==> config.mk <==
export PLATFORM = sky130hd
export DESIGN_NAME = serial_adder
export DESIGN_NICKNAME = d
export VERILOG_FILES = /design/src/rtl/serial_adder.sv
export SDC_FILE = /design/constraint.sdc
export NUM_CORES = 1
export LEC_CHECK = 0
export ABC_AREA = 1
export BUFFER_PORTS_ARGS = -buffer_cell sky130_fd_sc_hd__buf_2
export CAP_MARGIN = 0
export CORE_UTILIZATION = 50
export DETAILED_ROUTE_END_ITERATION = 7
export PLACE_DENSITY = 0.75
export RECOVER_POWER = 50
export SLEW_MARGIN = 30
export SYNTH_ARGS = -nofsm -noshare
export SYNTH_HDL_FRONTEND = slang
export SYNTH_SLANG_ARGS = --single-unit
==> constraint.sdc <==
create_clock -name clk -period 2 [get_ports clk]
set_clock_uncertainty 0.2 [all_clocks]
set_input_delay 0.4 -clock clk [delete_from_list [all_inputs] [get_ports clk]]
set_output_delay 0.4 -clock clk [all_outputs]
set_load 0.05 [all_outputs]
==> src/rtl/serial_adder.sv <==
// serial_adder: LSB-first bit-serial WIDTH-bit adder; define OVERFLOW_DETECT_EN to enable signed-overflow output
module serial_adder #(
  parameter int WIDTH = 8
) (
  input  logic             clk,
  input  logic             rst_n,
  input  logic             start,
  input  logic [WIDTH-1:0] a,
  input  logic [WIDTH-1:0] b,
  input  logic             cin,
  output logic             busy,
  output logic             done,
  output logic [WIDTH-1:0] sum,
  output logic             cout,
  output logic             ovf
);
  localparam int CW = $clog2(WIDTH);
  localparam logic [CW-1:0] LAST = CW'(WIDTH - 1);
  typedef enum logic [1:0] {S_IDLE, S_RUN, S_DONE} state_t;
  state_t state, state_nx;
  logic [WIDTH-1:0] a_sr, b_sr, res;
  logic [CW-1:0] count;
  logic carry, s, carry_nx, accept, last;
  assign busy = state == S_RUN;
  assign done = state == S_DONE;
  // one-bit add cell and FSM next-state; a start in DONE is accepted like one in IDLE
  always_comb begin
    s = a_sr[0] ^ b_sr[0] ^ carry;
    carry_nx = (a_sr[0] & b_sr[0]) | (a_sr[0] & carry) | (b_sr[0] & carry);
    accept = start && state != S_RUN;
    last = state == S_RUN && count == LAST;
    state_nx = accept ? S_RUN : last ? S_DONE : state == S_DONE ? S_IDLE : state;
  end
  // state register
  always_ff @(posedge clk)
    if (!rst_n) state <= S_IDLE;
    else state <= state_nx;
  // operand capture, serial shifting and result hand-off on the final bit
  always_ff @(posedge clk) begin
    if (!rst_n) begin
      a_sr <= '0;
      b_sr <= '0;
      res <= '0;
      carry <= 1'b0;
      count <= '0;
      sum <= '0;
      cout <= 1'b0;
    end else if (accept) begin
      a_sr <= a;
      b_sr <= b;
      carry <= cin;
      count <= '0;
    end else if (state == S_RUN) begin
      a_sr <= a_sr >> 1;
      b_sr <= b_sr >> 1;
      res <= {s, res[WIDTH-1:1]};
      carry <= carry_nx;
      count <= count + 1'b1;
      if (last) begin
        sum <= {s, res[WIDTH-1:1]};
        cout <= carry_nx;
      end
    end
  end
`ifdef OVERFLOW_DETECT_EN
  // on the MSB bit-cycle the carry flop holds the carry into the MSB
  always_ff @(posedge clk)
    if (!rst_n) ovf <= 1'b0;
    else if (last) ovf <= carry ^ carry_nx;
`else
  assign ovf = 1'b0;
`endif
endmodule

* Word level (Yosys, flattened, before mapping)
Index checks and enable logic that the tools add are counted.
Widths: inputs -> output; s select.
** Word-level totals
- Register bits after elaboration :: 39
- Input bits :: 20
- Output and inout bits :: 12
- Word-level logic and storage cells :: 40
** Cells by class
- Add/sub/neg operators :: 1
- Equality and inequality tests :: 4
- Muxes and demuxes :: 9
- Bitwise gates (word level) :: 9
- Reduce and logical (&&, ||, !) cells :: 8
** Operator list (number)
- $mux 8 :: 4
- $mux 2 :: 2
- $reduce_bool 2->1 :: 2
- $add 3x1->3 const B :: 1
- $and 1x1->1 :: 3
- $eq 3x3->1 const B :: 1
- $mux 1 :: 3
- $reduce_and 3->1 :: 1
- $reduce_bool 3->1 :: 1
- $eq 2x1->1 const B :: 1
- $eq 2x2->1 const B :: 1
- $logic_and 1x1->1 :: 2
- $ne 2x1->1 const B :: 1
- $not 1->1 :: 2
- $or 1x1->1 :: 2
- $reduce_and 2->1 :: 1
- $reduce_or 2->1 :: 1
- $xor 1x1->1 :: 2

* Depth between registers and ports, before layout
Gate-level depths: netlist of run 1.
- Depth after elaboration :: 5
- Gate-level depth with buffers :: 7
- Gate-level depth less buffers :: 6

* Worst setup path after synthesis of run 1
No wires, ideal clock.
- Path kind :: register to output
- Start point :: register state[1]
- End point :: output port done
- Arrival :: 1.087 ns
- Required time :: 1.400 ns
- Setup slack :: 0.313 ns
- Stages on the path, launching flop included :: 3
- Buffers on the path :: 0
- Path through :: dfxtp_1 > inv_1 > nor2_1
** On the way
- Cells in the longest elaborated chain, start to end :: 1
** Ends and longest elaborated chain
- start, declared :: line 20 : state_t state, state_nx;
- start signal, assigned :: line 37 : else state <= state_nx;
- $eq 2x2->1 :: line 25 : assign done = state == S_DONE;
- end, declared :: line 12 : output logic done,
Every way passes these cells.

* Worst setup path in the final report of run 1
- Start point :: register state[0]
- End point :: output port busy
** On the way
- Cells in the longest elaborated chain, start to end :: 1
** Ends and longest elaborated chain
- $eq 2x1->1 :: line 24 : assign busy = state == S_RUN;
- end, declared :: line 11 : output logic busy,
Every way passes these cells.

==> results of run 1 <==
==> state kept, by name, indices dropped and copies added (netlist names) <==
| name | count |
|---|---|
| sum | 8 |
| count | 3 |
| b_sr | 8 |
| res | 7 |
| cout | 1 |
| a_sr | 8 |
| state | 2 |
| carry | 1 |
==> logic make-up after synthesis <==
| kind of cell | after synthesis | share of synthesized area (%) |
|---|---|---|
| buffers and inverters | 33 | 10.02 |
| AND/OR/NAND/NOR | 123 | 32.75 |
| flip-flops | 38 | 46.52 |
| adder cells (fa/ha/maj) | 3 | 2.754 |
| AO/OA/AOI/OAI | 23 | 7.192 |
| XOR/XNOR | 1 | 0.5357 |
| other | 1 | 0.2293 |
==> cell usage after synthesis (all sizes together) <==
| library cell | count |
|---|---|
| a21oi | 9 |
| a211oi | 1 |
| xor2 | 1 |
| conb | 1 |
| nand2 | 48 |
| o21ai | 13 |
| nand3 | 47 |
| nor2 | 28 |
| buf | 12 |
| dfxtp | 38 |
| clkbuf | 1 |
| inv | 20 |
| fa | 1 |
| ha | 2 |
==> worst max-delay path, stage by stage, from the launching register on <==
cell	delay [ps]
dfxtp_1	400
inv_1	100
nor2_4	120
buf_2	280
==> per-stage QoR <==
stage	cells	instance area [um2]	setup WS, ps	hold WS, ps	power, uW
2_1_floorplan	222	1635	312.8	239.2	954.1
3_3_place_gp	288	1802	475.3	251.7	994.6
3_5_place_dp	288	1802	390.6	252.5	996.4
4_1_cts	296	1884	145.6	90.15	1527
5_1_grt	296	1876	60.07	107.6	1581
6_report	296	1876	147.5	105.2	1513
==> final cells by class <==
type	count	area (um2)
repair buffers	35	191.4
fillers	305	1202
inverters	20	75.07
well taps	44	55.05
multi-input cells	151	710.7
flip-flops and latches	38	760.7
clock buffers	5	37.54
clock inverters	3	45.04
==> cells in the final DEF, fill, tap and decap left out <==
cell type | Yosys | layout
nand2_2 | 2 | 2
ha_1 | 2 | 2
bufinv_16 | 0 | 1
clkbuf_2 | 0 | 1
nand2_1 | 46 | 46
clkbuf_4 | 0 | 5
fa_1 | 1 | 1
clkbuf_1 | 1 | 5
a211oi_1 | 1 | 1
nand3_1 | 47 | 47
buf_12 | 0 | 1
nor2_1 | 26 | 26
buf_2 | 5 | 25
xor2_1 | 1 | 1
dfxtp_1 | 38 | 38
inv_1 | 18 | 19
clkinvlp_4 | 0 | 2
nor2_2 | 1 | 1
buf_4 | 5 | 3
a21oi_1 | 9 | 9
inv_2 | 2 | 1
nor2_4 | 1 | 1
conb_1 | 1 | 1
o21ai_0 | 13 | 13
==> per-layer routing <==
metal	part of all wire (%)	GRT usage, %
met3	4.4	6.550
met2	46	34.67
met1	48	26.03
met4	1.7	8.163
met5	0	0
==> final timing paths <==
path,startpoint,to,slack (ps)
max,state[0],busy,150
min,b[7],b_sr[7],110
min reg2reg,cout,cout,270
max reg2reg,state[0],a_sr[4],320
==> power breakdown <==
group          switching [uW]  internal (uW)
sequential               19.7            791
clock                     273            262
combinational             103           64.1
==> metrics.txt, run 1 <==
outcome=complete, no violations; GRT Util Overall=21.21%; GRT overflow=0; Max Cap Viol=0; worst slew pin tran=592.0 ps; vias in the first global route=1,276; fmax=539.8 MHz; Die Width=59.19 um; die area=3503 um2; Vias/cell=4.828; Via Count=1,429; # rows=20; htree depth=2; post-CTS sizing=0; top fanout value on the critical path=5; ant diodes=0; Worst setup SP type=register; number of antenna violations at the first check in global routing=0; TritonCTS clock tree=done; Static Leak=0.0009207 uW; cts bufs inserted=5; core area=3078 um2; Fin. Hold Viols=0; class of the worst hold path=in -> reg; period utilization=92.62%; GPL Wtd Cong=0.7648; Synth Warn #=0; final setup vio count=0; Slew HR=60.70%; Total Nets Final=274; Synth area leaders=dfxtp_1 (47%), nand3_1 (14%), nand2_1 (11%); Yosys top cell by area=dfxtp_1; Slew Viols, Final=0; DRT Wirelength=3139 um; # hold bufs at CTS=0; number of DRC markers in iteration 0=92; RSZ-0062 raised after global routing=false; Area Growth Syn to Fin=14.69%; Pwr Density=806.5 nW/um2; first-pass GRT wire length=5526 um; number of synthesized register bits=38; Hold Path Cell Cnt=3; Worst Path Required=1400 ps; Port-buffer cells=30; Post-route DRC=0; Final Core Density=60.93%; pin count of the biggest net entering global routing=30; Worst Setup Path Type=reg -> out; DRT Pass-1 Iters=4; synthesized area=1635 um2; drt wl/cell=10.60 um; Unique masters post-synth=20; post-CTS setup repair buffer count=0; clk sinks=38; sequential area share after synthesis=46.52%; Initial Utilization=53.13%; Critical Path AT=1250 ps; Cells after Synth=222; dpl hpwl=2111 um; cell depth of the worst flop-to-flop path=8; Worst-Skew Late Latency=350 ps; VDD IR max=0.4568 mV; IO Count=32; post-route ant nets=0; clk root buf=clkbuf_4; worst-case clock buffer depth=2; Syn Area/Cell=7.366 um2; crit path capture type=output pin; top cell type's share of synthesized area=46.52%; Syn Nets=245; final setup TNS=0 ps; Worst-path clk slew=120 ps; post-layout minimum cycle time=1852 ps; Die H=59.19 um; share of cells above drive strength 1=17.06%
Note: power is estimated with default switching activity, not from simulation.
==> run 2: changes to the inputs <==
ABC_AREA = 0   (was 1)
TNS_END_PERCENT = 20   (was not set)
==> metrics.txt, run 2 <==
outcome=complete, no violations (unchanged); number of synthesized flops with an enable pin=0 (unchanged); Die Width=58.88 um (was 59.19 um); post-CTS setup repair buffer count=0 (unchanged); die area=3467 um2 (was 3503 um2); worst hold slack=100.2 ps (was 105.2 ps); class of the worst hold path=in -> reg (unchanged); cts bufs inserted=5 (unchanged); RSZ-0062 raised after global routing=false (unchanged); Vias/cell=5.120 (was 4.828); Unique masters post-synth=30 (was 20); Pwr Density=756.4 nW/um2 (was 806.5 nW/um2); # hold bufs at CTS=0 (unchanged); switching pwr=327.7 uW (was 395.7 uW); final setup vio count=0 (unchanged); area of the multi-input gates=732.0 um2 (was 710.7 um2); Worst Path Required=1400 ps (about the same); number of DRC markers in iteration 0=36 (was 92); vias in the first global route=1,099 (was 1,276); Post-route DRC=0 (unchanged); fmax=531.3 MHz (was 539.8 MHz); Initial Utilization=52.99% (was 53.13%); Critical Path AT=1280 ps (was 1250 ps); Yosys top cell by area=dfxtp_1 (unchanged); number of synthesized register bits=38 (unchanged); DRT Pass-1 Iters=4 (unchanged); IO Count=32 (unchanged); Final Core Density=57.95% (was 60.93%); most frequent cells in the layout=dfxtp_1 (38), nand2_1 (26), buf_2 (22) (was nand3_1 (47), nand2_1 (46), dfxtp_1 (38)); VDD IR max=0.5085 mV (was 0.4568 mV); clk sinks=38 (unchanged); Port-buffer cells=30 (unchanged); htree depth=2 (unchanged); Post-synth top cells=dfxtp_1 (38), nand2_1 (26), mux2i_1 (18), nand3_1 (18) (was nand3_1 (47), nand2_1 (46), dfxtp_1 (38), nor2_1 (26), inv_1 (18)); post-route ant nets=0 (unchanged); dpl hpwl=1906 um (was 2111 um); FFs w/ async S/R, synth=0% (unchanged); Syn Nets=198 (was 245); GRT Util Overall=18.00% (was 21.21%); Syn Area/Cell=9.245 um2 (was 7.366 um2); Die H=58.88 um (was 59.19 um); # rows=20 (unchanged); Clock Power Share=28.6% (was 35.4%); Synth area leaders=dfxtp_1 (47%), mux2i_1 (11%), nand2_1 (6.0%) (was dfxtp_1 (47%), nand3_1 (14%), nand2_1 (11%)); synthesized area=1618 um2 (was 1635 um2); drt wl/cell=11.40 um (was 10.60 um); Via Count=1,239 (was 1,429); pin count of the biggest net entering global routing=42 (was 30); sequential area share after synthesis=47.02% (was 46.52%); Fin. Hold Viols=0 (unchanged); worst-case clock buffer depth=2 (unchanged); core area=3053 um2 (was 3078 um2); Worst Setup Path Type=reg -> out (unchanged); design internal power=1010 uW (was 1117 uW); clk root buf=clkbuf_4 (unchanged); final setup TNS=0 ps (unchanged); Seq pwr share=60.5% (was 53.6%); sw frac=24.49% (was 26.16%); most frequent cell after synthesis=dfxtp_1 (was nand3_1); top cell type's share of synthesized area=47.02% (was 46.52%); number of antenna violations at the first check in global routing=0 (unchanged); GPL Wtd Cong=0.7099 (was 0.7648); period utilization=94.10% (was 92.62%); leading cell type in the layout, fill and taps excluded=dfxtp_1 (was nand3_1); top fanout value on the critical path=11 (was 5); TritonCTS clock tree=done (unchanged); crit path capture type=output pin (unchanged); Gate power share=10.8% (was 11.0%); top_reg_cell synth=dfxtp_1 (unchanged); Worst-path clk slew=100 ps (was 120 ps); Slew Viols, Final=0 (unchanged); Cells after Synth=175 (was 222); Worst-Skew Late Latency=330 ps (was 350 ps); GRT overflow=0 (unchanged); Area Growth Syn to Fin=9.358% (was 14.69%); post-layout minimum cycle time=1882 ps (was 1852 ps); post-CTS sizing=0 (unchanged); share of cells above drive strength 1=17.68% (was 17.06%); Synth Warn #=0 (unchanged); worst slew pin tran=745.2 ps (was 592.0 ps); Worst setup SP type=register (unchanged); Max Cap Viol=0 (unchanged); Register Area=760.7 um2 (unchanged); Total Nets Final=222 (was 274); Layout fillers=290 (was 305); biggest regs=a_sr: 8 flops, b_sr: 8 flops, sum: 8 flops (unchanged); Static Leak=0.0007782 uW (was 0.0009207 uW); first-pass GRT wire length=4609 um (was 5526 um); Slew HR=50.32% (was 60.70%); DRT Wirelength=2759 um (was 3139 um); ant diodes=0 (unchanged)
## run 2: path summary, 6_finish.rpt
path,to,startpoint,slack [ps],cells after the start
setup / recovery,busy,state[1],120,3
hold / removal,a_sr[7],a[7],100,3
setup reg to reg,carry,state[1],220,4
hold reg to reg,sum[6],sum[6],250,2
## run 2: logic make-up (layout without fill, tap and decap cells)
group	after synthesis	count (layout)	synth area share [%]
AND/OR/NAND/NOR	56	56	16.63
AO/OA/AOI/OAI	41	41	14.46
flip-flops	38	38	47.02
multiplexers	18	18	11.14
buffers and inverters	18	41	7.733
adder cells (fa/ha/maj)	3	3	2.784
other	1	1	0.2318
## run 2: area by class of cell
class                      instances  share of cell area [%]
tap                               44                   3.112
sequential                        38                   43.00
clock buffer                       6                   2.900
inverter                           2                  0.5658
timing repair buffer              33                   9.052
multi-input combinational        119                   41.37
## run 2: routing by layer
metal | global-route usage (%) | vias up | part of all wire (%)
li1 | - | 642 | -
met1 | 19.81 | 568 | 43
met2 | 30.68 | 24 | 50
met3 | 6.813 | 5 | 4.9
met4 | 8.163 | 0 | 1.8
met5 | 0 | - | 0
## run 2: per-stage QoR
step | power (uW) | worst slack, ps | instances | instance area [um2]
floorplan | 953.0 | 320.0 | 175 | 1618
global placement | 968.9 | 495.4 | 236 | 1730
detailed placement | 978.5 | 423.5 | 236 | 1730
CTS | 1360 | 93.74 | 242 | 1782
global route | 1408 | 44.40 | 242 | 1769
finish | 1338 | 118.0 | 242 | 1769
## run 2: power groups by stage
stage	Clock (uW)	Sequential, uW	Combinational (uW)
after global routing	431	815	162
after CTS	399	811	150
after detailed placement	0	828	150
after global placement	0	827	142
after floorplan	0	824	129
final	383	810	145
## run 2: worst max-delay path: stages, from the launching register on
cell      delay, ps
dfxtp_1         350
nand2b_1        190
inv_4           130
buf_2           280
==> run 3: changes to the inputs <==
CAP_MARGIN = 20   (was 0)
PLACE_DENSITY = 0.73   (was 0.75)
RECOVER_POWER = 25   (was 50)
==> metrics.txt, run 3 (same netlist as run 2, synthesis figures left out) <==
GRT Util Overall=18.89% (was 18.00%); clk sinks=38 (unchanged); vias in the first global route=1,162 (was 1,099); DR top layer=met4 (unchanged); CP max stage delay=350 ps (about the same); leading cell type in the layout, fill and taps excluded=dfxtp_1 (unchanged); Via Count=1,247 (was 1,239); number of DRC markers in iteration 0=43 (was 36); most frequent cells in the layout=dfxtp_1 (38), nand2_1 (26), buf_2 (26) (was dfxtp_1 (38), nand2_1 (26), buf_2 (22)); dpl hpwl=1914 um (was 1906 um); Reg2Reg Setup Slack=210 ps (was 220 ps); pin count of the biggest net entering global routing=42 (unchanged); GRT overflow=0 (unchanged); worst slew pin tran=757.4 ps (was 745.2 ps); # rows=20 (unchanged); Final Core Density=57.91% (was 57.95%); Static Leak=0.0007927 uW (was 0.0007782 uW); CP max stage cell=dfxtp_1 (unchanged); WL met3=131 um (was 136 um); Metal-1 WL=1228 um (was 1183 um); fin area=1768 um2 (was 1769 um2); final setup vio count=0 (unchanged); post-CTS setup repair buffer count=0 (unchanged); Worst-path clk slew=100 ps (about the same); Worst Path Required=1400 ps (about the same); RSZ-0062 raised after global routing=false (unchanged); hold_sp=b[7] (was a[7]); number of antenna violations at the first check in global routing=0 (unchanged); DRT Wirelength=2776 um (was 2759 um); VDD IR max=0.3758 mV (was 0.5085 mV); IO Count=32 (unchanged); # hold bufs at CTS=0 (unchanged); cell depth of the worst flop-to-flop path=4 (unchanged); Pwr Density=746.7 nW/um2 (was 756.4 nW/um2); Worst-Skew Late Latency=340 ps (was 330 ps); clk root buf=clkbuf_4 (unchanged); DRT Pass-1 Iters=4 (unchanged); ant diodes=0 (unchanged); Placed Cells=236 (unchanged); RR Endpoint=count[0] (was carry); Worst setup SP type=register (unchanged); final setup TNS=0 ps (unchanged); TritonCTS clock tree=done (unchanged); Max Cap Viol=0 (unchanged); GPL Wtd Cong=0.7091 (was 0.7099); Initial Utilization=52.99% (unchanged); placed cell areas=1730 um2 (unchanged); die area=3467 um2 (unchanged); post-CTS sizing=0 (unchanged); Port-buffer cells=30 (unchanged); top fanout value on the critical path=11 (unchanged); Slew Viols, Final=0 (unchanged); worst-case clock buffer depth=2 (unchanged); Vias/cell=5.132 (was 5.120); Worst Setup Path Type=reg -> out (unchanged); outcome=complete, no violations (unchanged); period utilization=94.75% (was 94.10%); biggest regs=a_sr: 8 flops, b_sr: 8 flops, sum: 8 flops (unchanged); met2 wire length=1352 um (was 1388 um); class of the worst hold path=in -> reg (unchanged); Post-route DRC=0 (unchanged); worst hold slack=95.28 ps (was 100.2 ps); core area=3053 um2 (unchanged); Min-Delay Endpoint=b_sr[7] (was a_sr[7]); Die Width=58.88 um (unchanged); post-layout minimum cycle time=1895 ps (was 1882 ps); htree depth=2 (unchanged); share of cells above drive strength 1=19.10% (was 17.68%); Total Nets Final=222 (unchanged); fmax=527.7 MHz (was 531.3 MHz); first-pass GRT wire length=4892 um (was 4609 um); Hold Path Cell Cnt=3 (unchanged); crit path capture type=output pin (unchanged); Die H=58.88 um (unchanged); drt wl/cell=11.42 um (was 11.40 um); RR Startpoint=state[1] (unchanged); Critical Path, Cell by Cell=nand2b_1, inv_4, buf_2 (unchanged); cts bufs inserted=5 (unchanged); final non-filler cell total=243 (was 242); Layout fillers=312 (was 290); post-route ant nets=0 (unchanged); Fin. Hold Viols=0 (unchanged); Area Growth Syn to Fin=9.281% (was 9.358%); Slew HR=49.51% (was 50.32%); Critical Path AT=1300 ps (was 1280 ps)
[run 3: changes by cell type in the layout (fill, tap and decap cells not counted), sizes merged]
cell | before | now
buf | 24 | 28
clkbuf | 15 | 12
[run 3: critical path, delay by kind of cell (launching register included)]
kind / cells / cell delay, ps
buffers and inverters: 2 / 410
and+or+nand+nor: 1 / 200
DFF: 1 / 350
[run 3: routing by layer]
| layer | vias to the layer above | track usage, % |
|---|---|---|
| met4 | 0 | 8.163 |
| li1 | 640 | - |
| met3 | 9 | 7.033 |
| met5 | - | 0 |
| met1 | 573 | 20.22 |
| met2 | 25 | 33.12 |
[run 3: stage by stage]
stage	power (uW)	setup slack, ps
6_report	1320	105.0
5_1_grt	1402	7.239
4_1_cts	1336	89.09
3_5_place_dp	978.4	446.7
3_3_place_gp	969.7	490.5
2_1_floorplan	953.0	320.0
[run 3: how the worst max path moves through the flow]
stage	startpoint	end
floorplan	state[1]	done
global placement	start	a_sr[2]
detailed placement	start	a_sr[3]
CTS	state[1]	busy
global route	state[1]	busy
finish	state[1]	busy
[run 3: area by class of cell]
class	instances	area [um2]	area share, %
clock buffer	7	45.04	2.548
inverter	2	10.01	0.5662
multi-input combinational	119	732.0	41.40
sequential	38	760.7	43.03
tap	44	55.05	3.114
timing repair buffer	33	165.2	9.342
[run 3: power breakdown]
| group | internal [uW] | leakage (uW) | switching [uW] |
|---|---|---|---|
| Combinational | 62.0 | 0.000457 | 83.9 |
| Clock | 133 | 0.0000254 | 231 |
| Sequential | 791 | 0.000311 | 19.9 |
